--- config.mk ---
export PLATFORM = sky130hd
export DESIGN_NAME = cpu_fetch_sequencer
export DESIGN_NICKNAME = d
export VERILOG_FILES = /design/src/rtl/cpu_fetch_sequencer.sv
export SDC_FILE = /design/constraint.sdc
export NUM_CORES = 1
export LEC_CHECK = 0
export ABC_AREA = 1
export CAP_MARGIN = 20
export CORE_UTILIZATION = 45
export CTS_BUF_LIST = sky130_fd_sc_hd__clkbuf_4 sky130_fd_sc_hd__clkbuf_8
export CTS_CLUSTER_DIAMETER = 120
export CTS_CLUSTER_SIZE = 16
export DETAILED_ROUTE_END_ITERATION = 7
export PLACE_DENSITY = 0.78
export SLEW_MARGIN = 25
export SYNTH_ARGS = -nofsm -noshare
export SYNTH_HDL_FRONTEND = slang
export SYNTH_SLANG_ARGS = --single-unit
--- constraint.sdc ---
create_clock -name Clk -period 2.2 [get_ports Clk]
set_input_delay 0.44 -clock Clk [delete_from_list [all_inputs] [get_ports Clk]]
set_output_delay 0.44 -clock Clk [all_outputs]
set_load 0.05 [all_outputs]
--- src/rtl/cpu_fetch_sequencer.sv ---
// Multi-cycle CPU sequencer: owns PC, IR, execute-phase bit and N/Z flags,
// fetches over a req/ack handshake and applies decoder PS/IR_L/NS in EXEC.
module cpu_fetch_sequencer #(
  parameter int              ADDR_W   = 16,
  parameter logic [ADDR_W-1:0] RESET_PC = '0,
  parameter int              MAX_WAIT = 15
) (
  input  logic              Clk,
  input  logic              Reset_n,
  output logic              Mem_Req,
  output logic [ADDR_W-1:0] Mem_Addr,
  input  logic              Mem_Ack,
  input  logic [15:0]       Mem_Data,
  output logic [15:0]       IR,
  output logic              State,
  input  logic [1:0]        PS,
  input  logic              IR_L,
  input  logic              NS,
  input  logic [ADDR_W-1:0] PC_In,
  input  logic              ALU_N,
  input  logic              ALU_Z,
  input  logic              Flag_L,
  output logic              N,
  output logic              Z,
  output logic [ADDR_W-1:0] PC,
  input  logic              Halt,
  output logic              Fault,
  output logic              Exec
);

  localparam int CNT_W = $clog2(MAX_WAIT + 1);
  localparam logic [CNT_W-1:0] LAST_WAIT = CNT_W'(MAX_WAIT - 1);

  typedef enum logic [1:0] {FETCH, WAIT, EXEC, STOP} fsm_t;

  fsm_t              fsm;
  logic [CNT_W-1:0]  wait_cnt;
  logic [ADDR_W-1:0] branch_off;
  logic [ADDR_W-1:0] pc_next;
  logic              complete;

  assign Mem_Addr   = PC;
  assign branch_off = {{(ADDR_W-8){IR[7]}}, IR[7:0]};
  // NS is only honoured in EX0; in EX1 the instruction always completes.
  assign complete   = !(NS && !State);

  always_comb begin
    pc_next = PC;
    case (PS)
      2'b00: pc_next = PC;
      2'b01: pc_next = PC + ADDR_W'(1);
      2'b10: pc_next = PC + ADDR_W'(1) + branch_off;
      2'b11: pc_next = PC_In;
    endcase
  end

  always_ff @(posedge Clk or negedge Reset_n) begin
    if (!Reset_n) begin
      fsm      <= FETCH;
      PC       <= RESET_PC;
      IR       <= 16'h0000;
      State    <= 1'b0;
      N        <= 1'b0;
      Z        <= 1'b0;
      Fault    <= 1'b0;
      Mem_Req  <= 1'b0;
      Exec     <= 1'b0;
      wait_cnt <= '0;
    end else begin
      case (fsm)
        FETCH: begin
          if (Halt || Fault) begin
            fsm <= STOP;
          end else begin
            Mem_Req  <= 1'b1;
            wait_cnt <= '0;
            fsm      <= WAIT;
          end
        end
        WAIT: begin
          // An ack in the last allowed wait cycle still beats the timeout.
          if (Mem_Ack) begin
            IR      <= Mem_Data;
            Mem_Req <= 1'b0;
            State   <= 1'b0;
            Exec    <= 1'b1;
            fsm     <= EXEC;
          end else if (wait_cnt == LAST_WAIT) begin
            Fault   <= 1'b1;
            Mem_Req <= 1'b0;
            fsm     <= STOP;
          end else begin
            wait_cnt <= wait_cnt + CNT_W'(1);
          end
        end
        EXEC: begin
          if (Flag_L) begin
            N <= ALU_N;
            Z <= ALU_Z;
          end
          if (!complete) begin
            State <= 1'b1;
          end else begin
            PC    <= pc_next;
            State <= 1'b0;
            if (IR_L) begin
              Exec <= 1'b0;
              fsm  <= FETCH;
            end
          end
        end
        STOP: begin
          if (!Halt && !Fault) fsm <= FETCH;
        end
        default: fsm <= FETCH;
      endcase
    end
  end

endmodule

==> results.py, run 1 <==
metrics = {
    "logic_synthesis": {
        "yosys_warnings": 0,
        "synth_top_flop_cell": "dfrtp_1",
        "avgSynthCellArea_um2": 7.15,
        "syn_inst": 489,
        "synth_fp_nets": 555,
        "async_flop_share_pct": 100,
        "synth_enable_flop_cells": 0,
        "synth_seq_cells": 44,
        "synth_cell_type_count": 40,
        "ys_seq_area_share_pct": 31.5,
        "synth.cell_area_um2": 3500,
    },
    "sta": {
        "max_slew_margin_pct": 63.5,
        "final-setup-viol-count": 12,
        "maxSlewViolCount": 0,
        "fin_worst_skew_ns": 0.0107,
        "fmax_mhz": 413,
        "finalHoldViolations": 0,
        "worst_pin_slew_ns": 0.546,
        "timing.final.ws_setup_ns": -0.223,
        "rsz0062_at_grt": "yes",
        "final.period_utilization_pct": 110,
        "setup_tns_ns": -1.75,
        "finalCriticalPeriod_ns": 2.42,
    },
    "critical_path": {
        "cp.required_ns": 2.43,
        "arrival_ns": 2.65,
        "crit_type": "reg2reg",
        "r2r_slack_ns": -0.22,
        "reg2reg_depth": 15,
        "crit_fanout": 4,
        "cpPeakStageDelay_ns": 0.46,
        "critPathLaunchType": "flip-flop",
        "rr_startpoint": "Mem_Addr[0]",
        "path_common_cell": "nand2_2",
        "slowest_stage": "dfrtp_2",
        "r2r_end": "Mem_Addr[11]",
        "setup.worst_path.end_class": "flip-flop",
        "crit_path_cell_trace": "ha_4 -> nand2_4 -> nor3_4 -> or2_4 -> and2_4 -> ha_4 -> nand2_2 -> nand2_2 -> a21oi_2 -> nand2_2 -> nand2_2 -> nand2_2 -> a21oi_2 -> o21ai_1 -> a21boi_1",
    },
    "route": {
        "drt_first_pass_iters": 5,
        "viasPerCell": 5.31,
        "drtAntennaViolNets": 0,
        "drc": 0,
        "wl_per_cell_um": 16.5,
        "totalWireLength_um": 12300,
        "vias": 3964,
        "dr.first_iter.drc_count": 318,
    },
    "floorplan": {
        "dieArea_um2": 8130,
        "start_util_pct": 47.5,
        "pin_count": 97,
        "die_height_um": 90.2,
        "core_um2": 7370,
        "floorplan.rows": 31,
        "chipWidth_um": 90.2,
    },
    "final_layout": {
        "syn_to_final_growth_pct": 64.3,
        "nFillCells": 504,
        "ff_latch_area_um2": 1120,
        "post-route-cell-area_um2": 5750,
        "multi_input_area_um2": 2520,
        "drive_gt1_share_pct": 37.6,
        "diodes": 0,
        "nNetsFinal": 712,
    },
    "clock_network": {
        "clk_latency_ns": 0.31,
        "clkTransAtPathRegs_ns": 0.10,
        "cts_tree": "done",
        "cts.path.max_buffers": 2,
        "cts.htree.levels": 2,
        "clockRootBuffer": "clkbuf_8",
        "cts.sinks": 44,
        "numCtsBuffers": 5,
        "cts_hold_buffers": 0,
    },
    "placement": {
        "pre_cts_ws_ns": -0.212,
        "port_buffers": 96,
        "routabilityCongestion": 0.913,
        "placed_cell_area_um2": 4940,
        "dpl.hpwl_um": 8390,
    },
    "global_route": {
        "grt_max_degree": 21,
        "grt_pass1_wl_um": 18200,
        "antenna_found_initial": 0,
        "first_global_vias": 3878,
        "grt_overflow": 0,
        "grt_use_total_pct": 28.0,
    },
    "run_status": {
        "outcome": "finished with violations",
        "violations": "setup timing",
    },
    "worst_hold_path": {
        "hold_class": "in2async",
    },
    "job": {
        "cap_violations": 0,
    },
}
[per-layer routing]
metal	track usage (%)	share of wire, %
met1	35.5	40
met2	48.5	50
met3	4.06	6.5
met4	9.54	3.4
met5	0	0
[how the worst max path moves through the flow]
stage | startpoint | to | slack [ns] | cells after the start
after floorplan | Mem_Addr[0] | Mem_Addr[9] | -0.14 | 13
after global placement | Mem_Addr[0] | Mem_Addr[9] | -0.14 | 14
after detailed placement | Mem_Addr[0] | Mem_Addr[9] | -0.21 | 14
after CTS | Mem_Addr[0] | Mem_Addr[15] | -0.12 | 16
after global routing | Mem_Addr[1] | Mem_Addr[11] | -0.36 | 17
final | Mem_Addr[0] | Mem_Addr[11] | -0.22 | 15
[synth_stat cells, types with 2 or more instances]
| master | count | area (um^2) |
|---|---|---|
| a21boi_1 | 3 | 22.5 |
| a21oi_1 | 33 | 165 |
| a221oi_1 | 2 | 17.5 |
| a31oi_1 | 2 | 12.5 |
| a32oi_1 | 2 | 17.5 |
| and2_1 | 2 | 12.5 |
| buf_2 | 6 | 30.0 |
| buf_4 | 16 | 120 |
| dfrtp_1 | 44 | 1100 |
| ha_1 | 22 | 275 |
| inv_1 | 72 | 270 |
| inv_2 | 3 | 11.3 |
| mux2_2 | 17 | 191 |
| nand2_1 | 128 | 480 |
| nand2_2 | 2 | 12.5 |
| nand3_1 | 33 | 165 |
| nand3b_1 | 2 | 15.0 |
| nand4_1 | 3 | 18.8 |
| nor2_1 | 38 | 143 |
| nor2_2 | 4 | 25.0 |
| nor2_4 | 2 | 22.5 |
| nor3_1 | 3 | 15.0 |
| o21ai_0 | 23 | 115 |
| o21ai_1 | 3 | 15.0 |
| o21bai_1 | 2 | 15.0 |
| or2_2 | 5 | 31.3 |
| xor2_1 | 4 | 35.0 |
[sequential cells by signal, summed over array words and instances (netlist names), 2 cells and up]
register,cells
IR,16
Mem_Addr,16
fsm,2
wait_cnt,4
[cell type report]
| class | instances | share of cell area, % |
|---|---|---|
| clock buffer | 6 | 1.44 |
| tap | 99 | 2.15 |
| inverter | 75 | 4.90 |
| sequential | 44 | 19.4 |
| multi-input combinational | 347 | 43.9 |
| clock inverter | 2 | 0.675 |
| timing repair buffer | 173 | 27.5 |
[stage by stage]
step,instances,util (%),hold slack (ns)
finish,746,78.0,0.0390
global route,746,78.0,0.0714
CTS,733,72.5,0.0465
detailed placement,712,67.0,0.388
global placement,712,67.0,0.384
floorplan,489,-,0.144
[kinds of logic after synthesis]
| family | share of synthesized area [%] |
|---|---|
| AND/OR/NAND/NOR | 27.8 |
| buffers and inverters | 12.4 |
| AO/OA/AOI/OAI | 12.9 |
| flip-flops | 31.5 |
| adder cells (fa/ha/maj) | 8.44 |
| multiplexers | 5.47 |
| XOR/XNOR | 1.47 |
[timing repair]
item,CTS,global route
buffers inserted,13,13
setup endpoints to repair,11,13
pin swaps,27,51
gates resized for setup,45,85
[critical path: cells and delay by family, from the launching register on]
kind / cells / cell delay [ns]
and+or+nand+nor: 9 / 0.97
adders and majority gates: 2 / 0.45
AOI/OAI and AO/OA: 4 / 0.47
DFF: 1 / 0.46
[cell usage in the layout (no fill, tap or decap), types with 3 or more instances in the layout]
cell / count
a21boi_1: 4
a21oi_1: 20
a21oi_2: 11
buf_4: 70
buf_6: 7
clkbuf_8: 6
clkdlybuf4s50_1: 90
dfrtp_1: 32
dfrtp_2: 12
dlymetal6s2s_1: 4
ha_1: 9
ha_4: 11
inv_1: 60
inv_2: 15
mux2_2: 17
nand2_1: 90
nand2_2: 31
nand2_4: 9
nand3_1: 24
nand3_2: 9
nand4_1: 3
nor2_1: 29
nor2_2: 5
nor2_4: 10
o21ai_0: 15
o21ai_1: 10
or2_2: 3
xor2_2: 4
Power of run 1 is not shown: default switching activity piles up to over one toggle a cycle in this logic, so the estimate is an artifact.
==> run 2, diff against run 1 <==
--- a/config.mk
+++ b/config.mk
@@ -6,6 +6,7 @@
 export NUM_CORES = 1
 export LEC_CHECK = 0
 export ABC_AREA = 1
+export ABC_CLOCK_PERIOD_IN_PS = 2200
 export CAP_MARGIN = 20
 export CORE_UTILIZATION = 45
 export CTS_BUF_LIST = sky130_fd_sc_hd__clkbuf_4 sky130_fd_sc_hd__clkbuf_8
@@ -13,7 +14,7 @@
 export CTS_CLUSTER_SIZE = 16
 export DETAILED_ROUTE_END_ITERATION = 7
 export PLACE_DENSITY = 0.78
-export SLEW_MARGIN = 25
+export SLEW_MARGIN = 40
 export SYNTH_ARGS = -nofsm -noshare
 export SYNTH_HDL_FRONTEND = slang
 export SYNTH_SLANG_ARGS = --single-unit
==> results of run 2 <==
Final layout, timing and power as in run 1 (identical DEF).
Power of run 2 is left out for the same reason.
